### src/rtl/cmos_capture_rgb565.sv
// CMOS camera byte-stream capture: pairs bytes into RGB565 pixels, skips settle frames, flags framing errors.
// Define CAPTURE_TESTPATTERN_EN to replace camera data with a counter-derived test pattern.
module cmos_capture_rgb565 #(
  parameter int H_PIXELS    = 640,
  parameter int V_LINES     = 480,
  parameter int SKIP_FRAMES = 10
) (
  input  logic        CLK,
  input  logic        RSTn,
  input  logic        cmos_vsyn,
  input  logic        cmos_href,
  input  logic [7:0]  cmos_data,
  input  logic        fifo_full,
  input  logic        clr_err,
  output logic [15:0] pix_data,
  output logic        pix_valid,
  output logic        frame_start,
  output logic        line_end,
  output logic        capturing,
  output logic        line_err,
  output logic        frame_err,
  output logic        ovf_err
);

  localparam int SKIP_W = (SKIP_FRAMES > 0) ? $clog2(SKIP_FRAMES + 1) : 1;
  localparam logic [SKIP_W-1:0] SKIP_LAST = SKIP_W'(SKIP_FRAMES);
  localparam logic [11:0]       PIX_EXP   = 12'(H_PIXELS);
  localparam logic [10:0]       LINE_EXP  = 11'(V_LINES);

  typedef enum logic [1:0] {
    ST_SKIP   = 2'd0,
    ST_ARM    = 2'd1,
    ST_ACTIVE = 2'd2
  } state_t;

  state_t state_q, state_d;

  logic              vsyn_q, vsyn_dly_q, href_q, href_dly_q;
  logic [SKIP_W-1:0] skip_cnt_q, skip_cnt_d;
  logic [11:0]       pix_cnt_q, pix_cnt_d;
  logic [10:0]       line_cnt_q, line_cnt_d;
  logic              phase_q, phase_d;
  logic              frame_pend_q, frame_pend_d;
  logic [15:0]       pix_data_q, pix_data_d;
  logic              slot_q, slot_d;
  logic              frame_start_q, frame_start_d;
  logic              line_end_q, line_end_d;
  logic              line_err_q, line_err_d;
  logic              frame_err_q, frame_err_d;
  logic              ovf_err_q, ovf_err_d;

  logic        vsyn_rise, href_fall, active, pix_en, pair_done, line_fall;
  logic        frame_edge, frame_check;
  logic [15:0] pix_word;

  assign vsyn_rise = vsyn_q & ~vsyn_dly_q;
  assign href_fall = href_dly_q & ~href_q;
  assign active    = (state_q == ST_ACTIVE);
  // href while vsync is high never produces pixels.
  assign pix_en    = active & href_q & ~vsyn_q;
  assign pair_done = pix_en & phase_q;
  assign line_fall = active & href_fall;

`ifdef CAPTURE_TESTPATTERN_EN
  assign pix_word = {line_cnt_q[4:0], pix_cnt_q[5:0], pix_cnt_q[10:6]};
`else
  logic [7:0] data_q, hi_q;

  always_ff @(posedge CLK or negedge RSTn) begin
    if (!RSTn) begin
      data_q <= 8'd0;
      hi_q   <= 8'd0;
    end else begin
      data_q <= cmos_data;
      if (pix_en && !phase_q) hi_q <= data_q;
    end
  end

  assign pix_word = {hi_q, data_q};
`endif

  // NOTE: every variable assigned here gets a default first, so no path can infer a latch.
  always_comb begin
    state_d     = state_q;
    skip_cnt_d  = skip_cnt_q;
    frame_edge  = 1'b0;
    frame_check = 1'b0;
    case (state_q)
      ST_SKIP: begin
        if (skip_cnt_q == SKIP_LAST) state_d = ST_ARM;
        else if (vsyn_rise)          skip_cnt_d = skip_cnt_q + 1'b1;
      end
      ST_ARM: begin
        if (vsyn_rise) begin
          state_d    = ST_ACTIVE;
          frame_edge = 1'b1;
        end
      end
      ST_ACTIVE: begin
        if (vsyn_rise) begin
          frame_edge  = 1'b1;
          frame_check = 1'b1;
        end
      end
      default: state_d = ST_SKIP;
    endcase
  end

  always_comb begin
    phase_d       = pix_en ? ~phase_q : 1'b0;
    slot_d        = pair_done;
    pix_data_d    = pair_done ? pix_word : pix_data_q;
    frame_start_d = pair_done & frame_pend_q;
    line_end_d    = line_fall;

    frame_pend_d = frame_pend_q;
    if (frame_edge)     frame_pend_d = 1'b1;
    else if (pair_done) frame_pend_d = 1'b0;

    pix_cnt_d = pix_cnt_q;
    if (frame_edge || line_fall)      pix_cnt_d = 12'd0;
    else if (pair_done && !(&pix_cnt_q)) pix_cnt_d = pix_cnt_q + 12'd1;

    line_cnt_d = line_cnt_q;
    if (frame_edge)                        line_cnt_d = 11'd0;
    else if (line_fall && !(&line_cnt_q))  line_cnt_d = line_cnt_q + 11'd1;

    // A fresh error in the same cycle as clr_err keeps the flag set.
    line_err_d  = (line_fall & ((pix_cnt_q != PIX_EXP) | phase_q)) | (line_err_q & ~clr_err);
    frame_err_d = (frame_check & (line_cnt_q != LINE_EXP))        | (frame_err_q & ~clr_err);
    ovf_err_d   = (slot_q & fifo_full)                             | (ovf_err_q & ~clr_err);
  end

  // NOTE: state registers use non-blocking assignments so every flop samples pre-edge values.
  always_ff @(posedge CLK or negedge RSTn) begin
    if (!RSTn) begin
      state_q       <= ST_SKIP;
      vsyn_q        <= 1'b0;
      vsyn_dly_q    <= 1'b0;
      href_q        <= 1'b0;
      href_dly_q    <= 1'b0;
      skip_cnt_q    <= '0;
      pix_cnt_q     <= 12'd0;
      line_cnt_q    <= 11'd0;
      phase_q       <= 1'b0;
      frame_pend_q  <= 1'b0;
      pix_data_q    <= 16'd0;
      slot_q        <= 1'b0;
      frame_start_q <= 1'b0;
      line_end_q    <= 1'b0;
      line_err_q    <= 1'b0;
      frame_err_q   <= 1'b0;
      ovf_err_q     <= 1'b0;
    end else begin
      state_q       <= state_d;
      vsyn_q        <= cmos_vsyn;
      vsyn_dly_q    <= vsyn_q;
      href_q        <= cmos_href;
      href_dly_q    <= href_q;
      skip_cnt_q    <= skip_cnt_d;
      pix_cnt_q     <= pix_cnt_d;
      line_cnt_q    <= line_cnt_d;
      phase_q       <= phase_d;
      frame_pend_q  <= frame_pend_d;
      pix_data_q    <= pix_data_d;
      slot_q        <= slot_d;
      frame_start_q <= frame_start_d;
      line_end_q    <= line_end_d;
      line_err_q    <= line_err_d;
      frame_err_q   <= frame_err_d;
      ovf_err_q     <= ovf_err_d;
    end
  end

  // The write strobe is gated by the FIFO's full flag in the very cycle it would fire.
  assign pix_valid   = slot_q & ~fifo_full;
  assign pix_data    = pix_data_q;
  assign frame_start = frame_start_q;
  assign line_end    = line_end_q;
  assign capturing   = active;
  assign line_err    = line_err_q;
  assign frame_err   = frame_err_q;
  assign ovf_err     = ovf_err_q;

endmodule

### config.mk
export PLATFORM = sky130hd
export DESIGN_NAME = cmos_capture_rgb565
export DESIGN_NICKNAME = d
export VERILOG_FILES = /design/src/rtl/cmos_capture_rgb565.sv
export SDC_FILE = /design/constraint.sdc
export NUM_CORES = 1
export LEC_CHECK = 0
export ABC_AREA = 1
export CAP_MARGIN = 20
export CORE_MARGIN = 5
export CORE_UTILIZATION = 55
export DETAILED_ROUTE_END_ITERATION = 8
export MAX_ROUTING_LAYER = met4
export PLACE_DENSITY = 0.75
export SLEW_MARGIN = 10
export SYNTH_ARGS = -nofsm -noshare
export SYNTH_HDL_FRONTEND = slang
export SYNTH_SLANG_ARGS = --single-unit
export TNS_END_PERCENT = 20
### constraint.sdc
create_clock -name CLK -period 3.4 [get_ports CLK]
set_input_delay 0.51 -clock CLK [delete_from_list [all_inputs] [get_ports CLK]]
set_output_delay 0.51 -clock CLK [all_outputs]
set_load 0.005 [all_outputs]
# == Word-level counts from Yosys, hierarchy flattened ==
# Index checks and enable logic that the tools add are counted.
# totals
ram_bits,0
latchBits,0
n_memories,0
rom_bits,0
register_bits,73
wordCells,84
# op_classes
magnitude_cmp,0
add_sub_neg,3
eq_ne,7
bitwise_logic,26
div_mod_pow,0
n_mux,13
multipliers,0
n_reduce_logical,16
shifts,0
# ops
op,n
2-to-1 mux 12 bit,2
2-to-1 mux 11 bit,2
bitwise AND 1 bit,14
adder 12 x 1 -> 12 bit (second input constant),1
!= test 12 x 10 -> 1 bit (second input constant),1
AND reduction 12 bit,1
adder 11 x 1 -> 11 bit (second input constant),1
!= test 11 x 9 -> 1 bit (second input constant),1
AND reduction 11 bit,1
NOT 1 bit,8
2-to-1 mux 1 bit,6
one-hot mux 2 bit (3 select lines),1
AND reduction 3 bit,2
nonzero test 2 bit,3
adder 4 x 1 -> 4 bit (second input constant),1
equality test 4 bit (second input constant),1
2-to-1 mux 2 bit,2
!= test 2 bit (second input constant),2
OR 1 bit,4
logical AND 1 bit,3
logical NOT 1 bit,3
equality test 2 x 1 -> 1 bit (second input constant),1
equality test 2 bit (second input constant),1
logical NOT 2 bit,1
other kinds (2),2

# == Longest topological paths before layout ==
# Gate-level depths: netlist of the first run.
# depth
depth_word,7
mapped_depth,9
depth_no_buf,9

# == Worst setup path before layout of the first run ==
# Ideal clock, no wire load.
# synth_timing
path_kind,reg2reg
start,register state_q[0]
end,register hi_q[4]
t_arrival_ns,1.339
setup_slack_ns,1.930
setup_time_ns,0.131
stages_incl_launch_ff,9
period_less_slack_ns,1.470
n_path_buf,1
path_cell_list,dfrtp_1 > inv_1 > ha_1 > nand3_1 > nor2_1 > inv_1 > clkbuf_1 > nand2_1 > o21ai_0
# synth_via
elab_chain_len,4
# synth_lines
item,line_no,source
from (decl),36,"state_t state_q, state_d;"
from (signal assigned),155,state_q <= state_d;
equality test 2 bit,58,assign active = (state_q == ST_ACTIVE);
net capturing,19,"output logic capturing,"
bitwise AND 1 bit (2 in series),60,assign pix_en = active & href_q & ~vsyn_q;
logical AND 1 bit,75,if (pix_en && !phase_q) hi_q <= data_q;
to (signal assigned),75,
to (decl),67,"logic [7:0] data_q, hi_q;"
# The timed path passes the listed nets, and every way through them passes these cells.
# A chain may end at the register's enable or synchronous reset.

# == Worst setup path in the final report of the first run ==
# layout_timing
start,register state_q[0]
end,output port capturing
# layout_via
elab_chain_len,1
# layout_lines
item,line_no
equality test 2 bit,58
to (decl),19
# No other way between the ends.

==> run_results.csv, run 1 <==
group,metric,value,unit
cts,clk_latency,0.35,ns
synth,async_flop_share,100,%
critical_path,crit_required,2.89,ns
drt,postRouteWirelength,6170,um
synth,synth_top_area_share,56.0,%
layout,fin_nets,436,
layout,utilization,66.0,%
critical_path,crit_fanout,5,
synth,synth.area.top_cells,"dfrtp_1, nand2_1, nand3_1",
critical_path,critical-path-max-stage-delay,0.53,ns
placed_design,portBuffers,36,
cts,clock-sinks,73,
global_routing,grt-ovfl-total,0,
pwr,ir_worst_vdd,0.000333,V
sta,finalHoldViolations,0,
critical_path,cp_slowest_cell,"clkdlybuf4s50_1",
sta,fin_ws,1.26,ns
sta,clock.fmax,0.467,GHz
synth,yosys.area.top_type,"dfrtp_1",
placed_design,dpl_worst_slack,1.36,ns
pwr,finalPower,2060,uW
placed_design,place.gp.congestion,0.826,
global_routing,grt_pass1_wl,11000,um
sta,period_share,63.0,%
critical_path,crit_path_start_kind,"flop",
global_routing,grt_max_degree,33,
synth,yosys-top-cells-count,"nand2_1, dfrtp_1, nand3_1",
sta,fin_crit,2.14,ns
synth,synthesis.instances,373,
layout,n_fill_cell,499,
drt,avgViaCountPerCell,5.05,
layout,area_growth,18.5,%
cts,root_buffer,"clkbuf_8",
cts,cts_tree,"yes",
cts,clkTransAtPathRegs,0.08,ns
placed_design,dp.cells,477,
cts,cts_setup_buffers,0,
cts,clockBufferDepth,2,
critical_path,worstPathArrival,1.63,ns
floorplan,io_pins,37,
run_status,outcome,"completed",
layout,diodes,0,
synth,ys_seq_area_share,56.0,%
cts,cts_made_buffers,9,
synth,yosysMostFrequentCell,"nand2_1",
floorplan,fp.dieW,87.0,um
floorplan,die_area,7570,um2
synth,yosys_warnings,0,
drt,final_antenna_net_count,0,
sta,maxSlewHeadroom,54.1,%
drt,routed-wl-met3,315,um
min_path,hold_path_class,"in2async",
synth,syn_area,3260,um2
sta,fin_skew,0.00813,ns
floorplan,start_util,55.7,%
sta,rsz0062_at_grt,"no",
critical_path,critPathKind,"reg2out",
sta,tightestPinTransition,0.689,ns
floorplan,core,5850,um2
synth,syn_avg_cell_area,8.74,um2
drt,via_count,2492,
drt,top_layer,"met4",
synth,synthFlopType,"dfrtp_1",
drt,dr_wl_met2,2840,um
sta,final.setup.tns,0,ns
drt,drt_iter0_markers,101,
pwr,leakage,0.00188,uW
global_routing,grt_use_total,19.2,%
cts,postCtsHoldBufs,0,
drt,met1_length,2920,um
floorplan,fp.dieH,87.0,um
cts,post_cts_resized,0,
drt,routedWlPerCell,12.5,um
drt,dr.pass1.iters,4,
floorplan,rows,28,
run,drv_cap,0,
global_routing,antenna_found_initial,0,
placed_design,hpwlAfterDp,4320,um
critical_path,worst_setup_path_end_kind,"output port",
synth,ys_types,25,
synth,syn-num-nets,396,
sta,drv_slew,0,
drt,drc,0,
critical_path,crit_path_cell_trace,"inv_1, ha_1, clkdlybuf4s50_1",
synth,synth-edff-count,0,
pwr,power.density,533,nW/um2
global_routing,grt_pass1_vias,2510,
synth,synth.ff_latch_count,73,
cts,htreeDepth,3,
sta,setup_viol_count_final,0,
layout,layout-drive-gt1-share,5.74,%
layout,final_cells,493,
cells by family (layout without fill, tap and decap cells):
logic type / after synthesis / after routing / synth area share (%)
AND/OR/NAND/NOR: 186 / 186 / 24.2
buffers and inverters: 53 / 98 / 6.56
XOR/XNOR: 12 / 12 / 3.22
AO/OA/AOI/OAI: 40 / 40 / 6.53
flip-flops: 73 / 73 / 56.0
adder cells (fa/ha/maj): 9 / 9 / 3.45
stage by stage:
stage / hold slack [ns] / instance area (um2)
final: 0.197 / 3860
after global routing: 0.257 / 3860
after CTS: 0.216 / 3860
after detailed placement: 0.362 / 3680
after global placement: 0.363 / 3680
after floorplan: 0.214 / 3260
per-layer routing:
metal | track usage (%) | vias up
met5 | - | -
met4 | 9.21 | 0
met3 | 4.26 | 10
met2 | 29.5 | 55
met1 | 24.1 | 1165
li1 | - | 1262
critical path: cells and delay by family (launching register included):
family	cells	cell delay [ns]
buf+inv	2	0.62
fa+ha+maj	1	0.25
flops	1	0.40
state kept, by name (all words and copies together), names as in the netlist:
name / cells
pix_data: 16
href_dly_q: 1
ovf_err: 1
frame_err: 1
skip_cnt_q: 4
frame_start: 1
pix_cnt_q: 12
line_cnt_q: 11
phase_q: 1
vsyn_q: 1
frame_pend_q: 1
href_q: 1
vsyn_dly_q: 1
slot_q: 1
line_err: 1
state_q: 2
data_q: 8
hi_q: 8
line_end: 1
cell type report:
type / instances / area (um2) / area share (%)
well taps: 75 / 93.8 / 2.43
multi-input cells: 247 / 1220 / 31.5
flip-flops and latches: 73 / 1830 / 47.3
clock inverters: 7 / 61.3 / 1.59
inverters: 43 / 161 / 4.18
repair buffers: 39 / 378 / 9.78
clock buffers: 9 / 124 / 3.21
power by group:
part	switching [uW]	leakage (uW)	internal (uW)
clock network	354	0.0000884	277
registers	75.1	0.000965	990
logic	212	0.000826	152
total	641	0.00188	1420
worst paths after layout:
path	startpoint	to	slack (ns)	cells after the start
max	state_q[0]	capturing	1.26	3
min	RSTn	skip_cnt_q[2]	0.20	1
max reg2reg	state_q[0]	pix_cnt_q[6]	1.36	7
min reg2reg	vsyn_q	vsyn_dly_q	0.38	0
max in group asynchronous	RSTn	data_q[1]	2.43	2
min in group CLK	vsyn_q	vsyn_dly_q	0.38	0
cells in the final DEF, fill, tap and decap left out, types with 2 or more instances in the layout:
master / count
a21oi_1: 4
buf_4: 3
clkbuf_8: 9
clkdlybuf4s50_1: 35
clkinv_4: 2
clkinvlp_4: 2
dfrtp_1: 73
ha_1: 9
inv_1: 43
inv_6: 2
nand2_1: 102
nand3_1: 46
nand4_1: 2
nor2_1: 29
nor3_1: 3
o21ai_0: 30
o21ai_1: 2
xnor2_1: 3
xor2_1: 9
Note: power is estimated with default switching activity, not from simulation.
==> run 2: changes to the inputs <==
- CORE_UTILIZATION: 55 -> 50
- PLACE_DENSITY: 0.75 -> 0.72
- clock period: 3.4 -> 1.8 ns (I/O delays scaled with it)
==> run 2 against run 1 <==
  * Power grew 100%
  * Sequential power increased by 91%
  * Cell count rose by 2.6%
  * Highest routed layer unchanged
  * Combinational power rose by 100%
  * Global-route usage decreased by 2.2 points
  * Clock power increased by 130%
  * Via count grew 0.76%
  * Hold slack better by 0.16 ns
==> run_results.csv, run 2 (same netlist as run 1, synthesis figures left out) <==
group,metric,value,unit
global_routing,grt_pass1_vias,2481,
floorplan,rows,29,
critical_path,setup.worst_path.start,"state_q[0]",
cts,htreeDepth,3,
min_path,hold_path_class,"in2reg",
critical_path,r2r-end,"pix_data[1]",
drt,dr.pass1.iters,4,
min_path,holdPathStages,1,
drt,drc,0,
pwr,p_clk_share,34.6,%
drt,drt_iter0_markers,134,
layout,layout_common_cells,"nand2_1, dfrtp_1, nand3_1",
sta,finalHoldViolations,0,
min_path,hold_end,"data_q[5]",
floorplan,start_util,51.3,%
cts,clockBufferDepth,2,
drt,postRouteWirelength,6510,um
drt,final_antenna_net_count,0,
critical_path,r2r_slack,0.14,ns
critical_path,crit_path_start_kind,"flop",
sta,period_share,92.3,%
layout,final_area,4040,um2
pwr,leakage,0.00196,uW
pwr,power.density,1040,nW/um2
drt,via_count,2511,
placed_design,portBuffers,36,
pwr,combinationalPowerShare,17.5,%
critical_path,worst_setup_path_end_kind,"flop",
critical_path,crit_required,2.03,ns
sta,tightestPinTransition,0.420,ns
floorplan,core,6350,um2
drt,routedWlPerCell,12.9,um
critical_path,worstPathArrival,1.89,ns
run,drv_cap,0,
layout,final_cells,506,
min_path,min_from,"cmos_data[5]",
run_status,outcome,"completed",
cts,clkTransAtPathRegs,0.08,ns
sta,setup_viol_count_final,0,
placed_design,place.gp.congestion,0.822,
cts,cts_made_buffers,9,
pwr,p_switching,1230,uW
sta,drv_slew,0,
layout,n_fill_cell,529,
layout,layout_commonest_cell,"nand2_1",
cts,root_buffer,"clkbuf_8",
global_routing,grt_max_degree,38,
pwr,ir_worst_vdd,0.000762,V
layout,area_growth,23.9,%
floorplan,fp.dieW,90.7,um
global_routing,grt_pass1_wl,11200,um
sta,clock.fmax,0.602,GHz
global_routing,antenna_found_initial,0,
critical_path,reg2reg_from,"state_q[0]",
cts,clk_latency,0.35,ns
critical_path,crit_fanout,12,
pwr,finalPower,4210,uW
placed_design,hpwlAfterDp,4550,um
layout,fin_nets,447,
floorplan,io_pins,37,
placed_design,dp.cells,486,
sta,fin_hold_ws,0.353,ns
sta,fin_crit,1.66,ns
pwr,p_sw_share,29.3,%
layout,layout-drive-gt1-share,9.32,%
global_routing,grt_use_total,17.0,%
pwr,p_int,2980,uW
sta,rsz0062_at_grt,"no",
floorplan,die_area,8230,um2
layout,diodes,0,
cts,cts_tree,"yes",
placed_design,place_area,3760,um2
layout,largest_reg_flops,16,
critical_path,ff2ff_path_depth,7,
global_routing,grt-ovfl-total,0,
sta,fin_skew,0.0142,ns
floorplan,fp.dieH,90.7,um
critical_path,critPathKind,"reg2reg",
cts,clock-sinks,73,
sta,maxSlewHeadroom,71.7,%
pwr,p_seq_share,47.9,%
drt,avgViaCountPerCell,4.96,
## run 2: worst max-delay path by stage
stage,to,slack (ns),cells past startpoint
2_1_floorplan,hi_q[4],0.33,8
3_3_place_gp,pix_data[6],0.12,7
3_5_place_dp,pix_data[5],-0.006,6
4_1_cts,pix_data[0],0.03,7
5_1_grt,pix_data[1],0.002,7
6_report,pix_data[1],0.14,7
## run 2: cell type report
type                       count  area (um2)  share of cell area (%)
tap                           77        96.3                    2.39
timing repair inverter         1        7.51                   0.186
inverter                      43         165                    4.09
timing repair buffer          49         479                    11.9
multi-input combinational    247        1240                    30.6
sequential                    73        1830                    45.2
clock buffer                   9         124                    3.07
clock inverter                 7         103                    2.54
## run 2: through the flow
| step | util (%) | TNS, ns | setup WS, ns |
|---|---|---|---|
| after global routing | 63.6 | 0 | 0.00184 |
| after CTS | 63.1 | 0 | 0.0266 |
| after detailed placement | 59.2 | -0.00588 | -0.00588 |
| after floorplan | - | 0 | 0.330 |
| final | 63.6 | 0 | 0.139 |
| after global placement | 59.2 | 0 | 0.121 |
## run 2: worst max-delay path: stages, from the launching register on
cell and delay [ns]:
dfrtp_1 0.41, inv_1 0.11, ha_2 0.22, nand3_2 0.12, nor2_4 0.25, clkinvlp_4 0.27, nand2_1 0.10, o21ai_0 0.07
## run 2: routing by layer
metal,routed length (um),global-route usage [%],share of wire [%]
met1,3190,22.2,49
met5,0,-,0
met3,249,4.92,3.8
met4,71,5.46,1.1
met2,3000,25.7,46
## run 2: power by group through the flow
| stage | Sequential (uW) | Clock, uW | Combinational (uW) |
|---|---|---|---|
| after CTS | 2020 | 1480 | 738 |
| after global placement | 2030 | 0 | 693 |
| final | 2020 | 1460 | 736 |
| after global routing | 2050 | 1560 | 840 |
| after detailed placement | 2040 | 0 | 724 |
| after floorplan | 2010 | 0 | 434 |
## run 2: what timing repair did
| item | 4_1_cts | 5_1_grt |
|---|---|---|
| cloned | 0 | 1 |
| resized for setup | 2 | 7 |
| pin swaps | 0 | 1 |
| hold buffers | 1 | 0 |
| hold endpoints to repair | 13 | 0 |
| setup endpoints to repair | 5 | 27 |
| buffers inserted | 1 | 1 |
